### config.mk
export PLATFORM = sky130hd
export DESIGN_NAME = bitrev_word_serializer_flat
export DESIGN_NICKNAME = d
export VERILOG_FILES = /design/src/rtl/bitrev_word_serializer_if.sv /design/src/rtl/bitrev_word_serializer.sv /design/src/flat_wrapper.sv
export SDC_FILE = /design/constraint.sdc
export NUM_CORES = 1
export LEC_CHECK = 0
export ABC_AREA = 1
export ABC_CLOCK_PERIOD_IN_PS = 2100
export CAP_MARGIN = 40
export CORE_UTILIZATION = 30
export DETAILED_ROUTE_END_ITERATION = 12
export PLACE_DENSITY = 0.61
export SLEW_MARGIN = 25
export SYNTH_ARGS = -nofsm -noshare
export SYNTH_HDL_FRONTEND = slang
export SYNTH_SLANG_ARGS = --single-unit
export TNS_END_PERCENT = 10
### constraint.sdc
create_clock -name clk -period 2.1 [get_ports clk]
set_input_delay 0.21 -clock clk [delete_from_list [all_inputs] [get_ports clk]]
set_output_delay 0.21 -clock clk [all_outputs]
set_load 0.02 [all_outputs]
### src/rtl/bitrev_word_serializer_if.sv
// Word-in / beat-out valid-ready bundle for the bit-reverse serializer.
// The serializer side uses the slave modport; the producer/consumer side uses master.
interface bitrev_word_serializer_if #(
  parameter int DATA_W = 32,
  parameter int OUT_W  = 8
);
  logic              in_valid;
  logic              in_ready;
  logic [DATA_W-1:0] in_data;
  logic              out_valid;
  logic              out_ready;
  logic [OUT_W-1:0]  out_data;
  logic              out_last;

  modport slave (
    input  in_valid, in_data, out_ready,
    output in_ready, out_valid, out_data, out_last
  );

  modport master (
    output in_valid, in_data, out_ready,
    input  in_ready, out_valid, out_data, out_last
  );
endinterface

### src/rtl/bitrev_word_serializer.sv
// Accepts a word, reverses its slice order ({<< SLICE_W {word}}), and emits it
// as BEATS narrow beats, least-significant beat first, with no bubble between words.
module bitrev_word_serializer #(
  parameter int DATA_W  = 32,
  parameter int SLICE_W = 1,
  parameter int OUT_W   = 8,
  parameter int CNT_W   = 16
) (
  input  logic                     clk,
  input  logic                     rst,
  bitrev_word_serializer_if.slave  bus,
  output logic                     busy,
  output logic [CNT_W-1:0]         word_count
);

  localparam int BEATS  = DATA_W / OUT_W;
  localparam int NSLICE = DATA_W / SLICE_W;
  localparam int BEAT_W = (BEATS > 1) ? $clog2(BEATS) : 1;
  localparam logic [BEAT_W-1:0] LAST_BEAT = BEAT_W'(BEATS - 1);

  typedef enum logic {IDLE, SHIFT} state_t;

  state_t                       state_p0, state_n;
  logic [BEAT_W-1:0]            beat_p0, beat_n;
  logic [BEATS-1:0][OUT_W-1:0]  held_p0;
  logic [CNT_W-1:0]             count_p0;
  logic                         load;
  logic                         word_done;
  logic                         last_beat;

  // Slice j of the input lands in slice NSLICE-1-j; bits inside a slice keep order.
  function automatic logic [DATA_W-1:0] slice_rev(input logic [DATA_W-1:0] w);
    logic [DATA_W-1:0] r;
    r = '0;
    for (int j = 0; j < NSLICE; j++) begin
      r[(NSLICE-1-j)*SLICE_W +: SLICE_W] = w[j*SLICE_W +: SLICE_W];
    end
    return r;
  endfunction

  assign last_beat = (beat_p0 == LAST_BEAT);

  always_comb begin
    state_n       = state_p0;
    beat_n        = beat_p0;
    load          = 1'b0;
    word_done     = 1'b0;
    bus.in_ready  = 1'b0;
    bus.out_valid = 1'b0;
    bus.out_last  = 1'b0;
    unique case (state_p0)
      IDLE: begin
        bus.in_ready = 1'b1;
        if (bus.in_valid) begin
          load    = 1'b1;
          beat_n  = '0;
          state_n = SHIFT;
        end
      end
      SHIFT: begin
        bus.out_valid = 1'b1;
        bus.out_last  = last_beat;
        bus.in_ready  = last_beat & bus.out_ready;
        if (bus.out_ready) begin
          if (!last_beat) begin
            beat_n = beat_p0 + 1'b1;
          end else begin
            word_done = 1'b1;
            beat_n    = '0;
            // A waiting word is taken on the final beat so the stream never idles.
            if (bus.in_valid) begin
              load = 1'b1;
            end else begin
              state_n = IDLE;
            end
          end
        end
      end
      default: state_n = IDLE;
    endcase
  end

  // Stage p0: held word, beat index and word counter
  always_ff @(posedge clk) begin
    if (rst) begin
      state_p0 <= IDLE;
      beat_p0  <= '0;
      held_p0  <= '0;
      count_p0 <= '0;
    end else begin
      state_p0 <= state_n;
      beat_p0  <= beat_n;
      if (load) begin
        held_p0 <= slice_rev(bus.in_data);
      end
      if (word_done) begin
        count_p0 <= count_p0 + 1'b1;
      end
    end
  end

  assign bus.out_data = held_p0[beat_p0];
  assign busy         = (state_p0 == SHIFT);
  assign word_count   = count_p0;

endmodule
### src/flat_wrapper.sv
// flat-port wrapper written by rule: the top's interface ports become plain ports
module bitrev_word_serializer_flat 
#(
  parameter int DATA_W  = 32,
  parameter int SLICE_W = 1,
  parameter int OUT_W   = 8,
  parameter int CNT_W   = 16
)
  (clk, rst, busy, word_count, bus_in_valid, bus_in_data, bus_out_ready, bus_in_ready, bus_out_valid, bus_out_data, bus_out_last);
  bitrev_word_serializer_if #(.DATA_W(DATA_W), .OUT_W(OUT_W)) bus_i ();
  input  logic clk;
  input  logic rst;
  output logic busy;
  output logic [CNT_W-1:0] word_count;
  input wire logic [$bits(bus_i.in_valid)-1:0] bus_in_valid;
  input wire logic [$bits(bus_i.in_data)-1:0] bus_in_data;
  input wire logic [$bits(bus_i.out_ready)-1:0] bus_out_ready;
  output wire logic [$bits(bus_i.in_ready)-1:0] bus_in_ready;
  output wire logic [$bits(bus_i.out_valid)-1:0] bus_out_valid;
  output wire logic [$bits(bus_i.out_data)-1:0] bus_out_data;
  output wire logic [$bits(bus_i.out_last)-1:0] bus_out_last;
  assign bus_i.in_valid = bus_in_valid;
  assign bus_i.in_data = bus_in_data;
  assign bus_i.out_ready = bus_out_ready;
  assign bus_in_ready = bus_i.in_ready;
  assign bus_out_valid = bus_i.out_valid;
  assign bus_out_data = bus_i.out_data;
  assign bus_out_last = bus_i.out_last;
  bitrev_word_serializer #(.DATA_W(DATA_W), .SLICE_W(SLICE_W), .OUT_W(OUT_W), .CNT_W(CNT_W)) u_core (.clk(clk), .rst(rst), .bus(bus_i), .busy(busy), .word_count(word_count));
endmodule
* After elaboration in Yosys (flattened, before gate mapping)
Cells that the tools add are included.
Word-level totals: input bits 36, register bits 51, output and inout bits 28
Operators by class: multiplexer cells 19, reductions and logical operators 1, $lt $le $gt $ge 1, $add $sub $neg 2, bitwise operators 2, equality and inequality tests 3
Operator list (count):
- adder 16 x 1 -> 16 bit, second input constant | 1
- binary-select mux 8 bit (select 2 bit) | 1
- two-way mux 1 bit | 10
- two-way mux 8 bit | 1
- two-way mux 2 bit | 3
- one-hot mux 1 bit (2 select lines) | 3
- inequality test 2 bit, second input constant | 2
- one-hot mux 2 bit (2 select lines) | 1
- less-than comparator 2 x 3 -> 1 bit, second input constant | 1
- adder 2 x 1 -> 2 bit, second input constant | 1
- == test 2 bit, second input constant | 1
- AND reduction 2 bit | 1
- AND 1 bit | 1
- NOT 1 bit | 1

* Logic depth before layout (Yosys ltp)
Gate-level depths: netlist (run 1).
depth in word-level cells 4, gate-level depth with buffers 8, gate-level depth less buffers 8

* Least setup slack after synthesis (run 1)
No wires, ideal clock.
path type reg-to-reg, from reg u_core.beat_p0[0], to reg u_core.held_p0[24] in the netlist's numbering, slack 641 ps, setup time 116 ps, stages on the path, launching flop included 9, path buffers 1, arrival 1343 ps, cells stage by stage dfxtp_1 > ha_1 > nand2_2 > nand2_2 > nand2_2 > clkinv_2 > buf_6 > nor2_1 > nor2_1
On the way: longest elaborated chain between the ends 4
Ends and longest elaborated chain:
- start: declaration | RTL line bitrev_word_serializer.sv:24 | logic [BEAT_W-1:0] beat_p0, beat_n;
- start signal: assignment | RTL line bitrev_word_serializer.sv:92 | beat_p0 <= beat_n;
- == test 2 bit | RTL line bitrev_word_serializer.sv:41 | assign last_beat = (beat_p0 == LAST_BEAT);
- two-way mux 1 bit | RTL line bitrev_word_serializer.sv:65 | if (!last_beat) begin
- two-way mux 1 bit | RTL line bitrev_word_serializer.sv:64 | if (bus.out_ready) begin
- one-hot mux 1 bit (2 select lines) | RTL line bitrev_word_serializer.sv:51 | unique case (state_p0)
- end signal: assignment | RTL line bitrev_word_serializer.sv:94 | held_p0 <= slice_rev(bus.in_data);
- end: declaration | RTL line bitrev_word_serializer.sv:25 | logic [BEATS-1:0][OUT_W-1:0] held_p0;
Every way passes these cells. A chain may end at the register's enable or synchronous reset.

* Final worst setup path (run 1)
from reg u_core.beat_p0[1], to out bus_in_ready
On the way: longest elaborated chain between the ends 3
Ends and longest elaborated chain:
- == test 2 bit | RTL line bitrev_word_serializer.sv:41
- AND 1 bit | RTL line bitrev_word_serializer.sv:63 | bus.in_ready = last_beat & bus.out_ready;
- one-hot mux 1 bit (2 select lines) | RTL line bitrev_word_serializer.sv:51
- end: declaration | RTL line flat_wrapper.sv:18 | output wire logic [$bits(bus_i.in_ready)-1:0] bus_in_ready;
Every way passes these cells.

==> results of run 1 <==
==> power by group through the flow <==
stage	sequential, mW	clock, mW	combinational [mW]
6_report	1.05	0.661	0.317
5_1_grt	1.06	0.723	0.353
4_1_cts	1.05	0.681	0.323
3_5_place_dp	1.07	0	0.321
3_3_place_gp	1.07	0	0.319
2_1_floorplan	1.06	0	0.181
==> cell type report <==
cell class	instances	area, um2	share of cell area [%]
Sequential cell	51	1020	32.4
Timing Repair Buffer	70	696	22.1
Multi-Input combinational cell	243	1120	35.5
Tap cell	99	124	3.93
Inverter	20	85.1	2.70
Clock inverter	2	37.5	1.19
Clock buffer	5	68.8	2.18
==> through the flow <==
stage                     TNS (ns)  std cells  utilization [%]  total power [mW]
final                            0        490             43.0              2.03
after global placement           0        481             41.0              1.39
after CTS                        0        490             42.7              2.05
after global routing       -0.0463        490             43.0              2.13
after detailed placement         0        481             41.0              1.39
after floorplan                  0        329                -              1.24
==> cells in the mapped netlist <==
library cell	n
dfxtp_1	51
clkbuf_2	3
inv_1	18
nor2_8	1
nor2_1	108
clkbuf_1	4
o21ai_1	3
nor2_2	1
buf_4	1
xnor2_1	1
nand2_4	1
o22ai_1	8
buf_2	4
nor3_1	3
nand3_1	10
o211a_1	1
ha_1	2
nand2_2	3
nor2_4	1
xor2_1	1
a21oi_1	10
nand4_1	2
and2_1	1
o21ai_0	49
and3_1	2
o21bai_1	1
nand2_1	34
buf_6	3
inv_2	1
clkinv_2	1
==> routing by layer <==
metal  routed length (um)  vias to the layer above  part of all wire (%)
met5                    0                        -                     0
met4                   66                        0                   1.2
met3                  235                        7                   4.2
met2                 2400                       43                    43
met1                 2890                      949                    52
li1                     -                     1188                     -
==> registers in the layout, summed over array words and instances, names as in the netlist <==
register	cells
u_core.busy	1
u_core.word_count	16
u_core.beat_p0	2
u_core.held_p0	32
==> critical path: stages (launching register included) <==
cell	delay (ns)
dfxtp_2	0.47
ha_2	0.27
nand2_2	0.11
nand2_2	0.10
clkdlybuf4s50_1	0.61
==> final timing paths <==
check / cells after the start / to / start / slack [ns]
max: 4 / bus_in_ready / u_core.beat_p0[1] / 0.03
min: 2 / u_core.held_p0[18] / u_core.held_p0[18] / 0.49
min reg2reg: 2 / u_core.held_p0[18] / u_core.held_p0[18] / 0.49
max reg2reg: 7 / u_core.held_p0[22] / u_core.beat_p0[1] / 0.32
==> cell families after synthesis <==
family | Yosys count
AND/OR/NAND/NOR | 167
AO/OA/AOI/OAI | 72
flip-flops | 51
adder cells (fa/ha/maj) | 2
XOR/XNOR | 2
buffers and inverters | 35
==> timing repair <==
item	4_1_cts	5_1_grt
endpoints found under the setup margin	9	26
setup buffers	2	0
resized for setup	5	9
==> results.rst, run 1 <==
.. list-table::
   :header-rows: 1

   * - Metric
     - Value
   * - Run status
     - finished clean
   * - Arrival time worst endpoint
     - 1.86 ns
   * - XOR/XNOR share of the synthesized area
     - 0.760%
   * - Later-pin clock latency in the skew report
     - 0.30 ns
   * - Count of hold-fix buffers inserted at cts
     - 0
   * - Number of sinks driven by the clock tree
     - 51
   * - Seq/Total Area, Yosys
     - 44.3%
   * - Cell area after placement
     - 0.00301 mm2
   * - Kind of start point of the critical path
     - flop
   * - Num CTS Buffers
     - 5
   * - Combinational cell fraction of total power
     - 15.6%
   * - Core area
     - 0.00733 mm2
   * - Synth Area in Compound Gates
     - 16.4%
   * - Hold WC Path Type
     - flop to flop
   * - Die Area
     - 0.00804 mm2
   * - Quantity of I/O buffers inserted on ports
     - 63
   * - Combined area of all synthesized cells
     - 0.00231 mm2
   * - DPL Wire Length
     - 4040 um
   * - Post-synthesis cell type with the largest combined area
     - dfxtp_1
   * - DRC errors left
     - 0
   * - Final Routed Wirelength
     - 5590 um
   * - Final layout net count
     - 429
   * - Avg Vias per Cell
     - 4.46
   * - Area share of the largest cell type after synthesis
     - 44.3%
   * - Min cycle time layout
     - 2.07 ns
   * - Longest Clk Path Bufs
     - 2
   * - Via count of the first global-routing pass
     - 1855
   * - Average cell area after synthesis
     - 7.01 um2
   * - Post-synthesis simple-gate area fraction
     - 30.2%
   * - Reported leakage power
     - 1.35 nW
   * - Worst rel slew slack
     - 78.5%
   * - Clock transition at the registers of the reported paths
     - 0.09 ns
   * - Achievable Freq
     - 483 MHz
   * - Mux contribution to synthesized area
     - 0%
   * - Crit Path Class
     - flop to output port
   * - Busiest grt layer
     - met2
   * - Total iterations of the first detailed-routing run
     - 4
   * - Setup violations, final
     - 0
   * - Global-route congestion overflow total
     - 0
   * - Final weighted congestion in routability-driven placement
     - 0.795
   * - Net switching share of the total power
     - 25.0%
   * - Antenna violations before repair
     - 0
   * - Antenna viol nets, final
     - 0
   * - Final-layout fill cell count
     - 745
   * - GRT Total Usage
     - 14.3%
   * - Number of top-level pins
     - 64
   * - Initial core utilization
     - 31.5%
   * - Met1 layer usage reported by global route
     - 20.4%
   * - Sequential power share
     - 51.8%
   * - Peak VDD IR
     - 0.206 mV
   * - Pint
     - 1.52 mW
   * - Final count of hold timing violations
     - 0
   * - Adder-cell share of the synthesized area
     - 1.09%
   * - DRC violation total after the first TritonRoute iteration
     - 112
   * - Setup repair after global routing missed its margin
     - yes
   * - Max Clock Skew
     - 0.00976 ns
   * - TritonCTS clock tree
     - done
   * - Global routing usage on met2
     - 21.9%
   * - Worst path required time
     - 1.89 ns
   * - Maximum number of pins on one net before global-route repair
     - 34
   * - Horizontal extent of the die
     - 89.7 um
   * - Combinational family with the most area after synthesis
     - simple AND/OR/NAND/NOR gates
   * - Die Height
     - 89.7 um
   * - Most common cell after layout, fill and taps aside
     - nor2_1
   * - Diode insertion count for antenna repair
     - 0
   * - Relative area change from synthesis to final layout
     - 36.8%
   * - Max-slew violation count
     - 0
   * - Top cells by area in the synthesized netlist
     - dfxtp_1 (44%), nor2_1 (18%), o21ai_0 (11%)
   * - Critical path capture point type
     - output port
   * - Total of max-cap violations
     - 0
   * - Most frequent cells in the layout
     - nor2_1 (108), clkdlybuf4s50_1 (55), o21ai_0 (49), dfxtp_1 (49), nand2_1 (34)
   * - Routed wirelength normalized by instance count
     - 11.4 um
   * - Global-route wire length before repair
     - 8830 um
   * - Clock Power Share
     - 32.6%
   * - Final instance area
     - 0.00315 mm2
   * - Number of warnings reported in the yosys synthesis log
     - 0
   * - Power density over the cells
     - 643 mW/mm2
   * - Clock root buffer
     - clkbuf_8
   * - Number of different library cells in the post-synthesis netlist
     - 30
   * - Slack of the critical path
     - 0.0307 ns
   * - Pre-CTS WS
     - 0.0671 ns
   * - Number of register bits inferred by synthesis
     - 51
   * - # H-tree levels
     - 2
   * - Hold Worst Slack
     - 0.486 ns
   * - Transition time of the tightest slew-check pin
     - 0.323 ns
   * - Vias after detailed routing
     - 2187
   * - Number of standard cells after synthesis
     - 329
   * - Crit share post-route
     - 98.5%
   * - Highest net fanout along the worst path
     - 11
   * - Row count
     - 31
   * - GR met3 Demand/Resource
     - 2.29%
   * - Synthesized net count
     - 367
   * - Fraction of final layout cells sized beyond drive strength 1
     - 7.16%
   * - Net load switching power
     - 506 uW
(Power assumes the default switching activity.)
==> run 2, diff against run 1 <==
- CORE_ASPECT_RATIO: default -> 1.5
- PLACE_DENSITY: 0.61 -> default
- PLACE_DENSITY_LB_ADDON: default -> 0.15
==> results.rst, run 2 (synthesis results as in run 1) <==
.. list-table::
   :header-rows: 1

   * - Metric
     - Value
   * - Run status
     - finished clean
   * - Worst rel slew slack
     - 79.0% (+0.52 points)
   * - Final Non-Filler Cells
     - 491 (+0.20%)
   * - Placed cell count
     - 483 (+0.42%)
   * - Final layout net count
     - 428 (-0.23%)
   * - Max-slew violation count
     - 0 (unchanged)
   * - Largest register by flop count
     - u_core.held_p0
   * - Largest register FFs
     - 32 (unchanged)
   * - Highest net fanout along the worst path
     - 11 (unchanged)
   * - Die Height
     - 109 um (+22%)
   * - Later-pin clock latency in the skew report
     - 0.30 ns (about the same)
   * - Initial core utilization
     - 31.5% (+0.038 points)
   * - Row count
     - 38 (+23%)
   * - Total iterations of the first detailed-routing run
     - 4 (unchanged)
   * - Die Area
     - 0.00805 mm2 (about the same)
   * - Slack of the worst reg-to-reg path
     - 0.40 ns (+0.08 ns)
   * - Relative area change from synthesis to final layout
     - 34.2%
   * - Num CTS Buffers
     - 5 (unchanged)
   * - Fraction of final layout cells sized beyond drive strength 1
     - 5.88% (-1.3 points)
   * - Combinational cell fraction of total power
     - 16.1% (+0.5 points)
   * - Worst-case reg-to-reg path depth
     - 7 (unchanged)
   * - Peak VDD IR
     - 0.312 mV (+52%)
   * - Via count of the first global-routing pass
     - 2025 (+9.2%)
   * - Quantity of I/O buffers inserted on ports
     - 63 (unchanged)
   * - Hold WC Path Type
     - flop to flop
   * - Setup repair after global routing missed its margin
     - no
   * - GRT Total Usage
     - 14.6% (+0.33 points)
   * - Clock transition at the registers of the reported paths
     - 0.09 ns (about the same)
   * - Core area
     - 0.00732 mm2 (-0.12%)
   * - Sequential power share
     - 55.1% (+3.3 points)
   * - # H-tree levels
     - 2 (unchanged)
   * - Number of sinks driven by the clock tree
     - 51 (unchanged)
   * - Diode insertion count for antenna repair
     - 0 (unchanged)
   * - Cells on Worst Hold Path
     - 2 (unchanged)
   * - Final weighted congestion in routability-driven placement
     - 0.748 (-5.9%)
   * - Antenna violations before repair
     - 0 (unchanged)
   * - Net load switching power
     - 502 uW (-0.95%)
   * - Clock Power Share
     - 28.8% (-3.8 points)
   * - Post-CTS setup-driven buffer insertion count
     - 0 (-2)
   * - Setup violations, final
     - 0 (unchanged)
   * - Critical path capture point type
     - output port
   * - Crit Path Class
     - flop to output port
   * - DRC errors left
     - 0 (unchanged)
   * - Crit share post-route
     - 92.1% (-6.4 points)
   * - DPL Wire Length
     - 4190 um (+3.9%)
   * - Clock root buffer
     - clkbuf_8
   * - Most frequent cells in the layout
     - nor2_1 (108), clkdlybuf4s50_1 (54), dfxtp_1 (50), o21ai_0 (49), nand2_1 (34)
   * - Final TNS setup
     - 0 ns (unchanged)
   * - Max Clock Skew
     - 0.00425 ns (-0.00550 ns)
   * - Kind of start point of the critical path
     - flop
   * - Avg Vias per Cell
     - 4.60 (+3.1%)
   * - Horizontal extent of the die
     - 73.6 um (-18%)
   * - Worst path required time
     - 1.89 ns (about the same)
   * - Antenna viol nets, final
     - 0 (unchanged)
   * - Achievable Freq
     - 517 MHz (+7.0%)
   * - Maximum number of pins on one net before global-route repair
     - 33 (-2.9%)
   * - Final count of hold timing violations
     - 0 (unchanged)
   * - DRC violation total after the first TritonRoute iteration
     - 86 (-23%)
   * - Pint
     - 1.40 mW (-8.1%)
   * - TritonCTS clock tree
     - done
   * - Power density over the cells
     - 613 mW/mm2 (-4.6%)
   * - Total of max-cap violations
     - 0 (unchanged)
   * - Min cycle time layout
     - 1.93 ns (-0.135 ns)
   * - Most common cell after layout, fill and taps aside
     - nor2_1
   * - Arrival time worst endpoint
     - 1.72 ns (-0.14 ns)
   * - Global-route congestion overflow total
     - 0 (unchanged)
   * - Final Routed Wirelength
     - 5620 um (+0.57%)
   * - Global-route wire length before repair
     - 9080 um (+2.8%)
   * - Number of top-level pins
     - 64 (unchanged)
   * - Longest Clk Path Bufs
     - 2 (unchanged)
   * - Reported leakage power
     - 1.28 nW (-5.0%)
   * - Transition time of the tightest slew-check pin
     - 0.315 ns (-0.00784 ns)
   * - Routed wirelength normalized by instance count
     - 11.4 um (+0.37%)
   * - Hold Worst Slack
     - 0.479 ns (-0.00731 ns)
   * - Net switching share of the total power
     - 26.4% (+1.4 points)
   * - Vias after detailed routing
     - 2260 (+3.3%)
-- run 2: layer usage --
layer | wire length, um | GRT usage, % | share of wire (%) | up-vias
met5 | 0 | 0 | 0 | -
met4 | 73 | 4.53 | 1.3 | 0
met3 | 224 | 2.57 | 4.0 | 7
met2 | 2940 | 27.1 | 52 | 61
met1 | 2390 | 16.6 | 42 | 1007
li1 | - | - | - | 1185
-- run 2: layout make-up --
cell class | count | area, um2
Sequential cell | 51 | 1020
Timing Repair Buffer | 69 | 668
Inverter | 20 | 81.3
Clock inverter | 1 | 5.00
Fill cell | 843 | 4230
Multi-Input combinational cell | 243 | 1120
Tap cell | 100 | 125
Clock buffer | 7 | 76.3
-- run 2: per-stage QoR --
stage / power [mW] / setup slack, ns / utilization [%] / instance area [um2]
2_1_floorplan: 1.24 / 0.641 / - / 2310
3_3_place_gp: 1.39 / 0.188 / 41.2 / 3020
3_5_place_dp: 1.40 / 0.167 / 41.2 / 3020
4_1_cts: 1.93 / 0.0166 / 42.2 / 3090
5_1_grt: 2.01 / 0.0627 / 42.3 / 3100
6_report: 1.90 / 0.166 / 42.3 / 3100
-- run 2: repair_timing --
action                     CTS  global route
gates cloned                 0             0
pin swaps                    0             0
hold endpoints to repair     0             0
setup endpoints to repair    9             2
hold buffers                 0             0
resized for setup           10             2
-- run 2: worst paths after layout --
check / start / endpoint
worst min-delay path: u_core.held_p0[22] / u_core.held_p0[22]
worst max-delay path: u_core.beat_p0[1] / bus_out_last
worst min register to register: u_core.held_p0[22] / u_core.held_p0[22]
worst max register to register: u_core.beat_p0[1] / u_core.held_p0[22]
-- run 2: power groups by stage --
stage / registers (mW) / logic, mW / clock network (mW)
2_1_floorplan: 1.06 / 0.181 / 0
3_3_place_gp: 1.07 / 0.325 / 0
3_5_place_dp: 1.07 / 0.326 / 0
4_1_cts: 1.05 / 0.313 / 0.573
5_1_grt: 1.05 / 0.344 / 0.612
6_report: 1.05 / 0.306 / 0.546
-- run 2: worst max-delay path, stage by stage (launching register included) --
cell,delay (ns)
dfxtp_2,0.45
ha_1,0.26
nand2_1,0.07
inv_1,0.05
clkdlybuf4s50_1,0.59
==> run 3, diff against run 2 <==
- SETUP_SLACK_MARGIN: default -> 0.4
==> results.rst, run 3 (synthesis results as in run 1) <==
.. list-table::
   :header-rows: 1

   * - Metric
     - Value
   * - Num CTS Buffers
     - 5 (unchanged)
   * - Multi-input logic area
     - 0.00112 mm2 (+0.45%)
   * - Routed wirelength normalized by instance count
     - 11.4 um (-0.24%)
   * - Final layout net count
     - 431 (+0.70%)
   * - Final count of hold timing violations
     - 0 (unchanged)
   * - Clock root buffer
     - clkbuf_8
   * - Number of top-level pins
     - 64 (unchanged)
   * - GRT Total Usage
     - 14.7% (+0.057 points)
   * - Global-route congestion overflow total
     - 0 (unchanged)
   * - Hold WC Path Type
     - flop to flop
   * - Transition time of the tightest slew-check pin
     - 0.266 ns (-0.0491 ns)
   * - Number of sinks driven by the clock tree
     - 51 (unchanged)
   * - Achievable Freq
     - 578 MHz (+12%)
   * - Antenna violations before repair
     - 0 (unchanged)
   * - Final core occ
     - 42.9% (+0.65 points)
   * - Worst path required time
     - 1.89 ns (about the same)
   * - Global-route wire length before repair
     - 9140 um (+0.61%)
   * - Setup repair after global routing missed its margin
     - yes
   * - Die Height
     - 109 um (unchanged)
   * - Power density over the cells
     - 608 mW/mm2 (-0.89%)
   * - Longest Clk Path Bufs
     - 2 (unchanged)
   * - Total iterations of the first detailed-routing run
     - 4 (unchanged)
   * - Cell area after placement
     - 0.00302 mm2 (unchanged)
   * - Maximum number of pins on one net before global-route repair
     - 33 (unchanged)
   * - DRC errors left
     - 0 (unchanged)
   * - Final weighted congestion in routability-driven placement
     - 0.748 (unchanged)
   * - Count of hold-fix buffers inserted at cts
     - 0 (unchanged)
   * - Vias after detailed routing
     - 2279 (+0.84%)
   * - Power Total
     - 1.91 mW (+0.63%)
   * - Crit Path Class
     - flop to output port
   * - Peak VDD IR
     - 0.316 mV (+1.5%)
   * - TritonCTS clock tree
     - done
   * - Most common cell after layout, fill and taps aside
     - nor2_1
   * - Final-layout fill cell count
     - 847 (+0.47%)
   * - Die Area
     - 0.00805 mm2 (unchanged)
   * - Largest register by flop count
     - u_core.held_p0
   * - Fraction of final layout cells sized beyond drive strength 1
     - 8.38% (+2.5 points)
   * - Kind of start point of the critical path
     - flop
   * - Arrival time worst endpoint
     - 1.52 ns (-0.20 ns)
   * - Crit share post-route
     - 82.4% (-9.7 points)
   * - Max-slew violation count
     - 0 (unchanged)
   * - Clock transition at the registers of the reported paths
     - 0.09 ns (about the same)
   * - Flip-flop and latch area
     - 0.00103 mm2 (+0.61%)
   * - Final TNS setup
     - 0 ns (unchanged)
   * - Setup violations, final
     - 0 (unchanged)
   * - Avg Vias per Cell
     - 4.61 (+0.23%)
   * - Via count of the first global-routing pass
     - 2049 (+1.2%)
   * - Total of max-cap violations
     - 0 (unchanged)
   * - Max Clock Skew
     - 0.00256 ns (-0.00169 ns)
   * - Critical path capture point type
     - output port
   * - # H-tree levels
     - 2 (unchanged)
   * - Initial core utilization
     - 31.5% (unchanged)
   * - Diode insertion count for antenna repair
     - 0 (unchanged)
   * - Min cycle time layout
     - 1.73 ns (-0.203 ns)
   * - Relative area change from synthesis to final layout
     - 36.3%
   * - Most frequent cells in the layout
     - nor2_1 (108), clkdlybuf4s50_1 (53), o21ai_0 (49), dfxtp_1 (49), nand2_1 (34)
   * - Later-pin clock latency in the skew report
     - 0.30 ns (about the same)
   * - DRC violation total after the first TritonRoute iteration
     - 81 (-5.8%)
   * - Final instance area
     - 0.00314 mm2 (+1.5%)
   * - Hold Worst Slack
     - 0.478 ns (-0.0000660 ns)
   * - Quantity of I/O buffers inserted on ports
     - 63 (unchanged)
   * - DPL Wire Length
     - 4190 um (unchanged)
   * - Core area
     - 0.00732 mm2 (unchanged)
   * - Run status
     - finished clean
   * - Reported leakage power
     - 1.29 nW (+0.77%)
   * - Final Routed Wirelength
     - 5640 um (+0.37%)
   * - Highest net fanout along the worst path
     - 16 (+5)
   * - Antenna viol nets, final
     - 0 (unchanged)
   * - Row count
     - 38 (unchanged)
   * - Worst rel slew slack
     - 82.2% (+3.2 points)
   * - Largest register FFs
     - 32 (unchanged)
   * - Horizontal extent of the die
     - 73.6 um (unchanged)
-- run 3: stage by stage --
stage               setup slack [ns]  instances
finish                         0.369        494
global route                   0.286        494
CTS                            0.251        494
detailed placement             0.167        483
global placement               0.188        483
floorplan                      0.641        329
-- run 3: per-layer routing --
layer  vias up  track usage (%)  routed length, um
met5         -                0                  0
met4         0             4.53                 70
met3         7             2.57                252
met2        67             27.4               2970
li1       1192                -                  -
met1      1013             16.5               2350
-- run 3: path summary, 6_finish.rpt --
| kind | to | slack [ns] | start | depth (start not counted) |
|---|---|---|---|---|
| worst max-delay path | bus_out_data[0] | 0.37 | u_core.beat_p0[0] | 4 |
| worst min-delay path | u_core.held_p0[22] | 0.48 | u_core.held_p0[22] | 2 |
| worst max register to register | u_core.held_p0[11] | 0.52 | u_core.beat_p0[1] | 7 |
| worst min register to register | u_core.held_p0[22] | 0.48 | u_core.held_p0[22] | 2 |
-- run 3: power by group --
| part | switching [mW] | leakage [nW] | total (mW) | internal (mW) |
|---|---|---|---|---|
| sequential | 0.0293 | 0.420 | 1.05 | 1.02 |
| clock | 0.310 | 0.0422 | 0.545 | 0.235 |
| combinational | 0.165 | 0.828 | 0.320 | 0.155 |
-- run 3: layout make-up --
| cell class | count | area share [%] |
|---|---|---|
| clock buffers | 7 | 2.43 |
| inverters | 20 | 2.79 |
| clock inverters | 1 | 0.159 |
| repair buffers | 72 | 22.2 |
| multi-input cells | 243 | 35.7 |
| flip-flops and latches | 51 | 32.7 |
| well taps | 100 | 3.98 |
-- run 3: critical path, cell delays in order, from the launching register on --
cell	delay, ns
dfxtp_4	0.38
buf_4	0.20
o21ai_0	0.12
o22ai_1	0.17
dlygate4sd2_1	0.35
-- run 3: timing repair --
item | 4_1_cts | 5_1_grt
endpoints found under the setup margin | 42 | 43
buffers inserted | 3 | 0
resized for setup | 20 | 13
==> edit: new RTL, flow settings as in run 2 <==
`OUT_W` is set to 8 in 3 places; all go to 4.
--- a/src/rtl/bitrev_word_serializer_if.sv
+++ b/src/rtl/bitrev_word_serializer_if.sv
@@ -2,7 +2,7 @@
 // The serializer side uses the slave modport; the producer/consumer side uses master.
 interface bitrev_word_serializer_if #(
   parameter int DATA_W = 32,
-  parameter int OUT_W  = 8
+  parameter int OUT_W  = 4
 );
   logic              in_valid;
   logic              in_ready;
--- a/src/rtl/bitrev_word_serializer.sv
+++ b/src/rtl/bitrev_word_serializer.sv
@@ -3,7 +3,7 @@
 module bitrev_word_serializer #(
   parameter int DATA_W  = 32,
   parameter int SLICE_W = 1,
-  parameter int OUT_W   = 8,
+  parameter int OUT_W   = 4,
   parameter int CNT_W   = 16
 ) (
   input  logic                     clk,
--- a/src/flat_wrapper.sv
+++ b/src/flat_wrapper.sv
@@ -3,7 +3,7 @@
 #(
   parameter int DATA_W  = 32,
   parameter int SLICE_W = 1,
-  parameter int OUT_W   = 8,
+  parameter int OUT_W   = 4,
   parameter int CNT_W   = 16
 )
   (clk, rst, busy, word_count, bus_in_valid, bus_in_data, bus_out_ready, bus_in_ready, bus_out_valid, bus_out_data, bus_out_last);
Interface: changed (resized bus_out_data); port bits go from 64 to 60. The function was not compared with the original's and may differ.
==> edit against run 2 <==
  * Hold slack improved by 0.0012 ns
  * Clock skew decreased by 0.00085 ns
  * Wire length rose by 10%
  * Worst setup slack improved by 0.087 ns
  * Area after synthesis rose by 4.6%
  * Final area grew 6.5%
  * Core utilization grew 0.49 points
  * Sequential cell count is 1 higher
  * Power grew 20%
  * Clock power grew 67%
  * Largest cell class unchanged
  * Highest routed layer unchanged
==> edit: results <==
export IMPL_status="finished clean"
export IMPL_buf_share=0.201
export IMPL_place_hpwl_um=4530
export IMPL_rrSetupSlack_ns=0.35
export IMPL_inverters=23
export IMPL_numPortBuffers=59
export IMPL_use_met2=0.265
export IMPL_slew_headroom=0.782
export IMPL_synth_seq_cells=52
export IMPL_clkCellAreaFrac=0.0497
export IMPL_synth_cell_types=26
export IMPL_wl_met2_um=3040
export IMPL_wl_met1_um=2740
export IMPL_synth_compound_area_frac=0.149
export IMPL_routed_wl_um=6180
export IMPL_syn_area_um2=2410
export IMPL_dpl_cell_area_um2=3120
export IMPL_cpPeakStageDelay_ns=0.41
export IMPL_nets=453
export IMPL_powerComb_mw=0.290
export IMPL_p_leak_nw=1.41
export IMPL_routedWlPerCell_um=12.0
export IMPL_grt_max_degree=40
export IMPL_synth_xor_area_frac=0.00727
export IMPL_syn_nets=396
export IMPL_pre_cts_slack_ns=0.143
export IMPL_r2r_end="u_core.word_count[9]$_SDFFE_PP0P_"
export IMPL_yosysSeqAreaShare=0.432
export IMPL_holdWs_ns=0.480
export IMPL_insertion_delay_ns=0.28
export IMPL_synth_area_top_cells="dfxtp_1 43%, nor2_1 18%, o21ai_0 10%"
export IMPL_area_growth_pct=36.7
export IMPL_multi_input_cells=265
export IMPL_synthTopCellsByCount="113 x nor2_1, 55 x nand2_1, 52 x dfxtp_1"
export IMPL_worstHoldStart="u_core.held_p0[21]$_SDFFE_PP0P_"
export IMPL_grt_pass1_vias=2207
export IMPL_routed_via_density=4.56
export IMPL_peakVddDrop_uv=424
export IMPL_seq_power_share=0.471
export IMPL_synthCells=356
export IMPL_p_switching_mw=0.532
export IMPL_first_iter_violations=106
export IMPL_crit_fanout=10
export IMPL_cts_root_buffer="clkbuf_16"
export IMPL_place_inst=508
export IMPL_path_clk_slew_ns=0.07
export IMPL_drive_gt1_frac=0.0652
[edit: changes by cell type after synthesis, sizes merged, moves of 2 or more]
cell	before	now
and3	2	0
buf	8	12
clkbuf	7	4
ha	2	4
inv	19	23
nand2	38	57
nor2	111	116
[edit: worst max path at each step]
stage	end	from	slack [ns]
final	bus_out_data[2]	u_core.beat_p0[0]$_SDFFE_PP0P_	0.25
after global routing	u_core.held_p0[12]$_SDFFE_PP0P_	u_core.beat_p0[1]$_SDFFE_PP0P_	0.13
after CTS	bus_out_data[3]	u_core.beat_p0[0]$_SDFFE_PP0P_	-0.01
after detailed placement	bus_out_data[2]	u_core.beat_p0[0]$_SDFFE_PP0P_	0.14
after global placement	bus_out_data[2]	u_core.beat_p0[0]$_SDFFE_PP0P_	0.19
after floorplan	u_core.word_count[9]$_SDFFE_PP0P_	u_core.beat_p0[0]$_SDFFE_PP0P_	0.66
[edit: repair_timing]
item | 4_1_cts | 5_1_grt
setup buffers | 0 | 0
gates resized for setup | 4 | 8
setup endpoints to repair | 6 | 4
